[src/rtl/cpu_stage_ctrl.sv]
// cpu_stage_ctrl: multi-cycle instruction sequencer.
// Moves each instruction through IF/ID/EX/MEM/WB, skips stages according to the
// opcode class, handshakes with instruction and data memory, counts retired
// instructions and traps illegal opcodes and memory timeouts into HALT.
//
// Ports:
//   clk, rst        clock, synchronous active-high reset
//   opcode[6:0]     instr[6:0] from the IR, classified in ID
//   imem_ready      instruction fetch complete
//   dmem_ready      data access complete
//   halt_req        external halt, honoured only on a retire cycle
//   control_status  current stage (IF=0 ID=1 EX=2 MEM=3 WB=4 HALT=5)
//   imem_req        fetch request, high throughout IF
//   ir_en           IR load strobe
//   dmem_req        data request, high throughout MEM
//   dmem_we         data write enable, store in MEM
//   pc_en           PC update strobe on retire
//   rf_wr_en        register-file write enable, WB only
//   retired         one-cycle retire pulse
//   retire_cnt      retired-instruction counter (wraps)
//   err             sticky illegal-opcode / memory-timeout flag
module cpu_stage_ctrl #(
  parameter int unsigned CNT_W       = 32,
  parameter int unsigned MEM_TIMEOUT = 255
) (
  input  logic             clk,
  input  logic             rst,
  input  logic [6:0]       opcode,
  input  logic             imem_ready,
  input  logic             dmem_ready,
  input  logic             halt_req,
  output logic [2:0]       control_status,
  output logic             imem_req,
  output logic             ir_en,
  output logic             dmem_req,
  output logic             dmem_we,
  output logic             pc_en,
  output logic             rf_wr_en,
  output logic             retired,
  output logic [CNT_W-1:0] retire_cnt,
  output logic             err
);

  localparam int unsigned WAIT_W = 16;
  localparam logic [WAIT_W-1:0] WAIT_LAST = WAIT_W'(MEM_TIMEOUT - 1);

  typedef enum logic [2:0] {
    ST_IF   = 3'd0,
    ST_ID   = 3'd1,
    ST_EX   = 3'd2,
    ST_MEM  = 3'd3,
    ST_WB   = 3'd4,
    ST_HALT = 3'd5
  } state_t;

  typedef enum logic [2:0] {
    CLS_LOAD,
    CLS_STORE,
    CLS_BRANCH,
    CLS_WRITE,   // OP, OP-IMM, LUI, AUIPC, JAL, JALR: EX then WB
    CLS_SYSTEM,
    CLS_ILLEGAL
  } cls_t;

  state_t            state, state_nx;
  cls_t              cls_dec, cls_q;
  logic [WAIT_W-1:0] wait_cnt;
  logic              waiting;
  logic              timeout;
  logic              retire_now;
  logic              err_set;

  // Opcode classification (only meaningful while in ID)
  always_comb begin
    cls_dec = CLS_ILLEGAL;
    unique case (opcode)
      7'b0000011: cls_dec = CLS_LOAD;
      7'b0100011: cls_dec = CLS_STORE;
      7'b1100011: cls_dec = CLS_BRANCH;
      7'b0110011, 7'b0010011, 7'b0110111,
      7'b0010111, 7'b1101111, 7'b1100111: cls_dec = CLS_WRITE;
      7'b1110011: cls_dec = CLS_SYSTEM;
      default:    cls_dec = CLS_ILLEGAL;
    endcase
  end

  // State register
  always_ff @(posedge clk) begin
    if (rst) state <= ST_IF;
    else     state <= state_nx;
  end

  // Next-state logic
  always_comb begin
    state_nx   = state;
    retire_now = 1'b0;
    waiting    = ((state == ST_IF) && !imem_ready) || ((state == ST_MEM) && !dmem_ready);
    // Ready on the last allowed cycle still wins: timeout needs !ready in that cycle
    timeout    = waiting && (wait_cnt == WAIT_LAST);
    unique case (state)
      ST_IF: begin
        if (imem_ready)   state_nx = ST_ID;
        else if (timeout) state_nx = ST_HALT;
      end
      ST_ID: begin
        state_nx = (cls_dec == CLS_ILLEGAL) ? ST_HALT : ST_EX;
      end
      ST_EX: begin
        unique case (cls_q)
          CLS_LOAD, CLS_STORE:     state_nx = ST_MEM;
          CLS_WRITE:               state_nx = ST_WB;
          CLS_BRANCH, CLS_SYSTEM:  retire_now = 1'b1;
          default:                 state_nx = ST_HALT;
        endcase
      end
      ST_MEM: begin
        if (dmem_ready) begin
          if (cls_q == CLS_STORE) retire_now = 1'b1;
          else                    state_nx = ST_WB;
        end else if (timeout) begin
          state_nx = ST_HALT;
        end
      end
      ST_WB:   retire_now = 1'b1;
      ST_HALT: state_nx = ST_HALT;
      default: state_nx = ST_HALT;
    endcase
    if (retire_now)
      state_nx = (halt_req || (cls_q == CLS_SYSTEM)) ? ST_HALT : ST_IF;
  end

  assign err_set = timeout || ((state == ST_ID) && (cls_dec == CLS_ILLEGAL));

  // Class, wait counter, retire counter and sticky error
  always_ff @(posedge clk) begin
    if (rst) begin
      cls_q      <= CLS_ILLEGAL;
      wait_cnt   <= '0;
      retire_cnt <= '0;
      err        <= 1'b0;
    end else begin
      if (state == ST_ID)
        cls_q <= cls_dec;
      if ((state_nx != state) && ((state_nx == ST_IF) || (state_nx == ST_MEM)))
        wait_cnt <= '0;
      else if (waiting && !timeout)
        wait_cnt <= wait_cnt + 1'b1;
      if (retire_now)
        retire_cnt <= retire_cnt + 1'b1;
      if (err_set)
        err <= 1'b1;
    end
  end

  // Output decode; strobes are masked during reset so an aborted instruction
  // never writes the register file or advances the PC.
  always_comb begin
    control_status = state;
    imem_req       = (state == ST_IF);
    dmem_req       = (state == ST_MEM);
    ir_en          = (state == ST_IF) && imem_ready && !rst;
    dmem_we        = (state == ST_MEM) && (cls_q == CLS_STORE) && !rst;
    rf_wr_en       = (state == ST_WB) && !rst;
    retired        = retire_now && !rst;
    pc_en          = retire_now && !rst;
  end

endmodule

[config.mk]
export PLATFORM = sky130hd
export DESIGN_NAME = cpu_stage_ctrl
export DESIGN_NICKNAME = d
export VERILOG_FILES = /design/src/rtl/cpu_stage_ctrl.sv
export SDC_FILE = /design/constraint.sdc
export NUM_CORES = 1
export LEC_CHECK = 0
export ABC_AREA = 1
export CORE_MARGIN = 4
export CORE_UTILIZATION = 28
export DETAILED_ROUTE_END_ITERATION = 8
export PLACE_DENSITY = 0.51
export SLEW_MARGIN = 0
export SYNTH_ARGS = -nofsm -noshare
export SYNTH_HDL_FRONTEND = slang
export SYNTH_SLANG_ARGS = --single-unit
[constraint.sdc]
create_clock -name clk -period 1.8 [get_ports clk]
set_input_delay 0.18 -clock clk [delete_from_list [all_inputs] [get_ports clk]]
set_output_delay 0.18 -clock clk [all_outputs]
set_load 0.01 [all_outputs]
==> results of run 1 <==
[per-stage QoR]
step / power (uW) / std cells
finish: 4470 / 839
global route: 4710 / 839
CTS: 4310 / 833
detailed placement: 2770 / 814
global placement: 2760 / 814
floorplan: 2120 / 520
[synthesized netlist by cell type, drive strengths merged]
| library cell | instances |
|---|---|
| mux2i | 1 |
| xor2 | 18 |
| nand2 | 126 |
| o31ai | 1 |
| nand4 | 17 |
| buf | 7 |
| nor4 | 7 |
| inv | 73 |
| nor2 | 68 |
| clkbuf | 5 |
| o211ai | 3 |
| nor3b | 4 |
| o21a | 2 |
| a21boi | 1 |
| a31oi | 2 |
| xnor2 | 11 |
| o21ai | 14 |
| nand3b | 3 |
| nor3 | 28 |
| nand3 | 28 |
| ha | 3 |
| dfxtp | 55 |
| a21oi | 43 |
[layout by cell type (no fill, tap or decap), types with 3 or more instances in the layout]
master	n
buf_4	109
nand3_1	17
dfxtp_1	47
dfxtp_2	5
nand3_2	7
nand2_2	9
nor2_4	9
nand3_4	5
clkbuf_16	5
nor3_2	10
nor2_1	48
inv_2	3
xor2_1	18
buf_8	3
o211ai_1	3
nand4_1	16
inv_1	68
nand2_4	3
a21oi_2	17
a21oi_1	26
nand3b_1	3
o21ai_0	14
buf_6	9
nor3b_1	3
nor4_1	4
nand2_1	114
clkdlybuf4s50_1	49
xnor2_1	11
nor3_1	16
nor2_2	11
dfxtp_4	3
[state kept, by name (all words and copies together), names as in the netlist]
register and cells:
wait_cnt 16, control_status 3, err 1, cls_q 3, retire_cnt 32
[repair_timing]
item,CTS,global route
setup buffers,10,6
resized for setup,61,64
gates cloned,1,0
pin swaps,15,23
endpoints found under the setup margin,42,50
[power breakdown]
group / total [uW] / internal, uW / switching, uW
Combinational: 1780 / 847 / 938
Clock: 1270 / 799 / 471
Sequential: 1410 / 1310 / 99.0
[layer usage]
metal  track usage (%)  share of wire [%]
met1              19.4                 48
met2              25.4                 48
met3              2.58                3.4
met4              3.59                1.1
met5                 0                  0
[worst register-to-register path, cell delays in order, from the launching register on]
cell      delay [ns]
dfxtp_2         0.33
inv_2           0.06
ha_4            0.12
inv_2           0.03
nor2_2          0.10
nand2_2         0.07
nor2_4          0.14
nand2_2         0.10
nor2_2          0.13
nor2_1          0.05
nand2_1         0.10
buf_6           0.11
a21boi_4        0.06
nand3_4         0.09
nand3_4         0.18
a21oi_2         0.18
[layout make-up]
type                       instances  area [sq um]
clock buffer                       6           129
clock inverter                     2          60.1
fill                            1195          6340
inverter                          73           280
multi-input combinational        381          2320
sequential                        55          1120
tap                              147           184
timing repair buffer             175          1530
[kinds of logic after synthesis]
| kind of cell | count (synthesis) | share of synthesized area [%] |
|---|---|---|
| xor+xnor | 29 | 7.46 |
| flops | 55 | 32.3 |
| simple gates | 281 | 38.0 |
| buf+inv | 85 | 10.1 |
| compound gates | 66 | 10.7 |
| mux | 1 | 0.294 |
| fa+ha+maj | 3 | 1.10 |
[worst paths after layout]
path / from / depth (start not counted) / slack (ns) / end
hold / removal: err$_SDFFE_PP0P_ / 2 / 0.48 / err$_SDFFE_PP0P_
setup / recovery: wait_cnt[0]$_SDFFE_PP0P_ / 15 / -0.12 / wait_cnt[8]$_SDFFE_PP0P_
setup reg to reg: wait_cnt[0]$_SDFFE_PP0P_ / 15 / -0.12 / wait_cnt[8]$_SDFFE_PP0P_
hold reg to reg: err$_SDFFE_PP0P_ / 2 / 0.48 / err$_SDFFE_PP0P_
==> results.yml, run 1 <==
outcome:
  status: "finished with violations"
  violations_in_the_final_reports: "negative setup slack"
drt:
  drcViolationCount: 0
  avg_vias_per_cell: 4.63
  drt-total-wl_mm: 10.6
  drt.antenna.violating_nets: 0
  drtIter0Drc: 215
  dr_total_vias: 3883
  dr.pass1.iters: 6
  post_dr_wirelength_cell_um: 12.7
floorplan:
  row_count: 40
  io_pins: 55
  die_extent_in_x_um: 118
  die-area_sq_mm: 0.0140
  initial_util_pct: 28.5
  placeableCoreArea_sq_mm: 0.0120
  die_h_um: 118
global_route:
  grt_max_degree: 20
  track_usage_pct: 14.8
  number_of_antenna_violations_at_the_first_check_in_global_routing: 0
  grt_first_pass_wirelength_mm: 17.4
  grt_remaining_overflow: 0
  grt_pass1_vias: 3734
cts:
  cts.hold.buffers_added: 0
  clk_path_buf_depth: 2
  clk_transition_reported_paths_ns: 0.07
  htree_levels: 2
  tritoncts.num_buffers: 5
  cts_tree: "built"
  worstSkewPairLatency_ns: 0.30
  cts_num_sinks: 55
  cts_root_buffer: "clkbuf_16"
worst_setup_path:
  critical_path_buf_inv_count: 3
  critical_path.endpoint_type: "flip-flop"
  critical-path-top-delay-family: "simple AND/OR/NAND/NOR gates"
  arrival_ns: 2.15
  worst_setup_path_start_kind: "flip-flop"
  slowest_delay_ns: 0.33
  path_max_fanout: 8
  critPathKind: "reg2reg"
  cp_data_required_time_ns: 2.03
  timing.critical_path.slowest_stage_cell: "dfxtp_2"
  cp_cell_sequence: "inv_2, ha_4, inv_2, nor2_2, nand2_2, nor2_4, nand2_2, nor2_2, nor2_1, nand2_1, buf_6, a21boi_4, nand3_4, nand3_4, a21oi_2"
synthesis:
  synth.ff_latch_count: 55
  syn_area_sq_mm: 0.00340
  synth_seq_area_share_pct: 32.3
  yosysWarningCount: 0
  postSynthNetCount: 535
  synth.top_cells.by_area: "dfxtp_1 (32%), nand2_1 (14%), inv_1 (8.0%)"
  synth_top_area_share_pct: 32.3
  synth_area_leader_cell: "dfxtp_1"
  synthDistinctLibCells: 33
  synthCells: 520
  syn_avg_cell_area_sq_um: 6.55
layout:
  drive_gt1_share_pct: 32.2
  antennaDiodeCount: 0
  layout-area-overhead-vs-synth_pct: 65.1
  finish.utilization_pct: 47.0
  finish.net_count: 706
  stdcell_area_sq_mm: 0.00562
sta:
  rsz0062_at_grt: "true"
  tightest_slew_ns: 0.345
  period_needed_ns: 1.92
  hold_violations_final: 0
  finClkSkew_ns: 0.00896
  relative_slew_margins_pct: 76.8
  timing.hold.ws_ns: 0.479
  post-route-period-util_pct: 106
  max_clock_freq_mhz: 522
  finalMaxSlewViolations: 0
  postLayoutSetupSlackWorst_ns: -0.116
  setup-violations-final: 24
  tns_ns: -1.75
placement:
  buffer_ports.inserted: 54
  dp_hpwl_mm: 7.92
  dp_slack_ns: -0.323
  place_area_sq_mm: 0.00487
  global_placement_routability_congestion: 0.869
hold_path:
  holdCritPathClass: "reg2reg"
pwr:
  power_density_mw_per_mm2: 794
  max-vdd-ir-drop_v: 0.000420
  leakagePower_uw: 0.00232
flow_run:
  max_cap_violations: 0
Power figures use the tool's default switching activity.
==> run 2: changes to the inputs <==
==> constraint.sdc (replaced) <==
create_clock -name clk -period 1.8 [get_ports clk]
set_input_delay 0.18 -clock clk [delete_from_list [all_inputs] [get_ports clk]]
set_output_delay 0.18 -clock clk [all_outputs]
set_load 0.005 [all_outputs]
==> results.yml, run 2 (same netlist as run 1, synthesis figures left out) <==
outcome:
  status: "finished with violations"
  violations_in_the_final_reports: "negative setup slack"
placement:
  numPlacedInstances: 816
  global_placement_routability_congestion: 0.877
  buffer_ports.inserted: 54
  dp_hpwl_mm: 7.99
  place_area_sq_mm: 0.00489
  dp_slack_ns: -0.364
sta:
  tightest_slew_ns: 0.359
  rsz0062_at_grt: "true"
  period_needed_ns: 1.90
  max_clock_freq_mhz: 526
  tns_ns: -1.31
  finalMaxSlewViolations: 0
  finClkSkew_ns: 0.0139
  setup-violations-final: 22
  postLayoutSetupSlackWorst_ns: -0.100
  post-route-period-util_pct: 106
  relative_slew_margins_pct: 75.8
  hold_violations_final: 0
layout:
  most_used_cells_in_the_layout_excluding_fill_and_tap_cells: "buf_4 (115), nand2_1 (113), inv_1 (66)"
  finish.net_count: 711
  layout-area-overhead-vs-synth_pct: 66.4
  largest_register: "retire_cnt"
  largest_reg_flops: 32
  drive_gt1_share_pct: 33.3
  stdcell_area_sq_mm: 0.00567
  fillerInstances: 1173
  layout.cells.non_filler: 844
  antennaDiodeCount: 0
  layout.cells.most_common: "buf_4"
  top_registers: "retire_cnt: 32 flops, wait_cnt: 16 flops"
cts:
  cts_num_sinks: 55
  worstSkewPairLatency_ns: 0.30
  cts_root_buffer: "clkbuf_16"
  cts.hold.buffers_added: 0
  clk_path_buf_depth: 2
  cts_tree: "built"
  tritoncts.num_buffers: 5
  clk_transition_reported_paths_ns: 0.07
  htree_levels: 2
pwr:
  power_density_mw_per_mm2: 786
  total_power_uw: 4460
  max-vdd-ir-drop_v: 0.000420
  leakagePower_uw: 0.00234
drt:
  drt-total-wl_mm: 10.8
  dr.pass1.iters: 4
  drt.antenna.violating_nets: 0
  dr_total_vias: 3936
  post_dr_wirelength_cell_um: 12.8
  drtIter0Drc: 171
  avg_vias_per_cell: 4.66
  drcViolationCount: 0
global_route:
  grt_remaining_overflow: 0
  number_of_antenna_violations_at_the_first_check_in_global_routing: 0
  grt_max_degree: 20
  track_usage_pct: 15.5
  grt_pass1_vias: 3942
  grt_first_pass_wirelength_mm: 18.2
worst_setup_path:
  reg2reg_to: "wait_cnt[9]$_SDFFE_PP0P_"
  critPathKind: "reg2reg"
  cp_data_required_time_ns: 2.03
  worst_r2r_path_cells: 13
  arrival_ns: 2.13
  path_max_fanout: 8
  worst_setup_path_start_kind: "flip-flop"
  rr_startpoint: "wait_cnt[1]$_SDFFE_PP0P_"
  crit_path_start: "wait_cnt[1]$_SDFFE_PP0P_"
  timing.reg2reg.setup_slack_ns: -0.10
  critical_path.endpoint_type: "flip-flop"
floorplan:
  die_h_um: 118
  row_count: 40
  die_extent_in_x_um: 118
  io_pins: 55
  initial_util_pct: 28.5
  placeableCoreArea_sq_mm: 0.0120
  die-area_sq_mm: 0.0140
hold_path:
  min_delay_path_depth: 2
  worstHoldEndpoint: "err$_SDFFE_PP0P_"
  holdCritPathClass: "reg2reg"
  min_from: "err$_SDFFE_PP0P_"
flow_run:
  max_cap_violations: 0
## run 2: worst max path at each step
| stage | end | slack, ns | cells after the start |
|---|---|---|---|
| global route | wait_cnt[9]$_SDFFE_PP0P_ | -0.23 | 14 |
| detailed placement | wait_cnt[12]$_SDFFE_PP0P_ | -0.36 | 11 |
| floorplan | retired | 0.003 | 11 |
| finish | wait_cnt[9]$_SDFFE_PP0P_ | -0.10 | 13 |
| CTS | wait_cnt[8]$_SDFFE_PP0P_ | -0.14 | 14 |
| global placement | wait_cnt[9]$_SDFFE_PP0P_ | -0.27 | 11 |
## run 2: critical path, cell delays in order (launching register included)
cell	delay [ns]
dfxtp_1	0.38
ha_4	0.14
inv_2	0.03
nor2_1	0.07
nand2_1	0.08
nor2_4	0.16
buf_6	0.11
nand4_1	0.12
nand2_1	0.11
a21oi_2	0.06
nand3_2	0.09
nand3_4	0.13
clkbuf_16	0.22
a21oi_2	0.12
## run 2: area by class of cell
cell class	instances	area [sq um]	area share (%)
Multi-Input combinational cell	381	2330	41.2
Tap cell	147	184	3.25
Clock inverter	2	38.8	0.685
Clock buffer	6	139	2.45
Sequential cell	55	1120	19.7
Timing Repair Buffer	180	1570	27.7
Inverter	73	285	5.04
## run 2: layer usage
layer,share of wire (%),track usage [%],routed length (um),vias to the layer above
met1,48,20.0,5180,1836
li1,-,-,-,2041
met3,2.5,2.92,266,11
met4,1.3,3.74,144,0
met2,48,26.7,5230,48
met5,0,0,0,-
## run 2: what timing repair did
action                                  4_1_cts  5_1_grt
resized for setup                            56       71
gates cloned                                  1        2
pin swaps                                    15       30
setup buffers                                12        7
endpoints found under the setup margin       46       53
## run 2: where the power goes
group / total (uW) / leakage (uW) / internal (uW) / switching, uW
registers: 1420 / 0.000448 / 1310 / 105
clock network: 1170 / 0.0000875 / 701 / 470
logic: 1870 / 0.00181 / 908 / 960
## run 2: per-stage QoR
stage          util, %  hold WS (ns)
6_report          47.4         0.476
5_1_grt           47.4         0.534
3_3_place_gp      40.9         0.468
4_1_cts           44.6         0.485
2_1_floorplan        -         0.435
3_5_place_dp      40.9         0.475
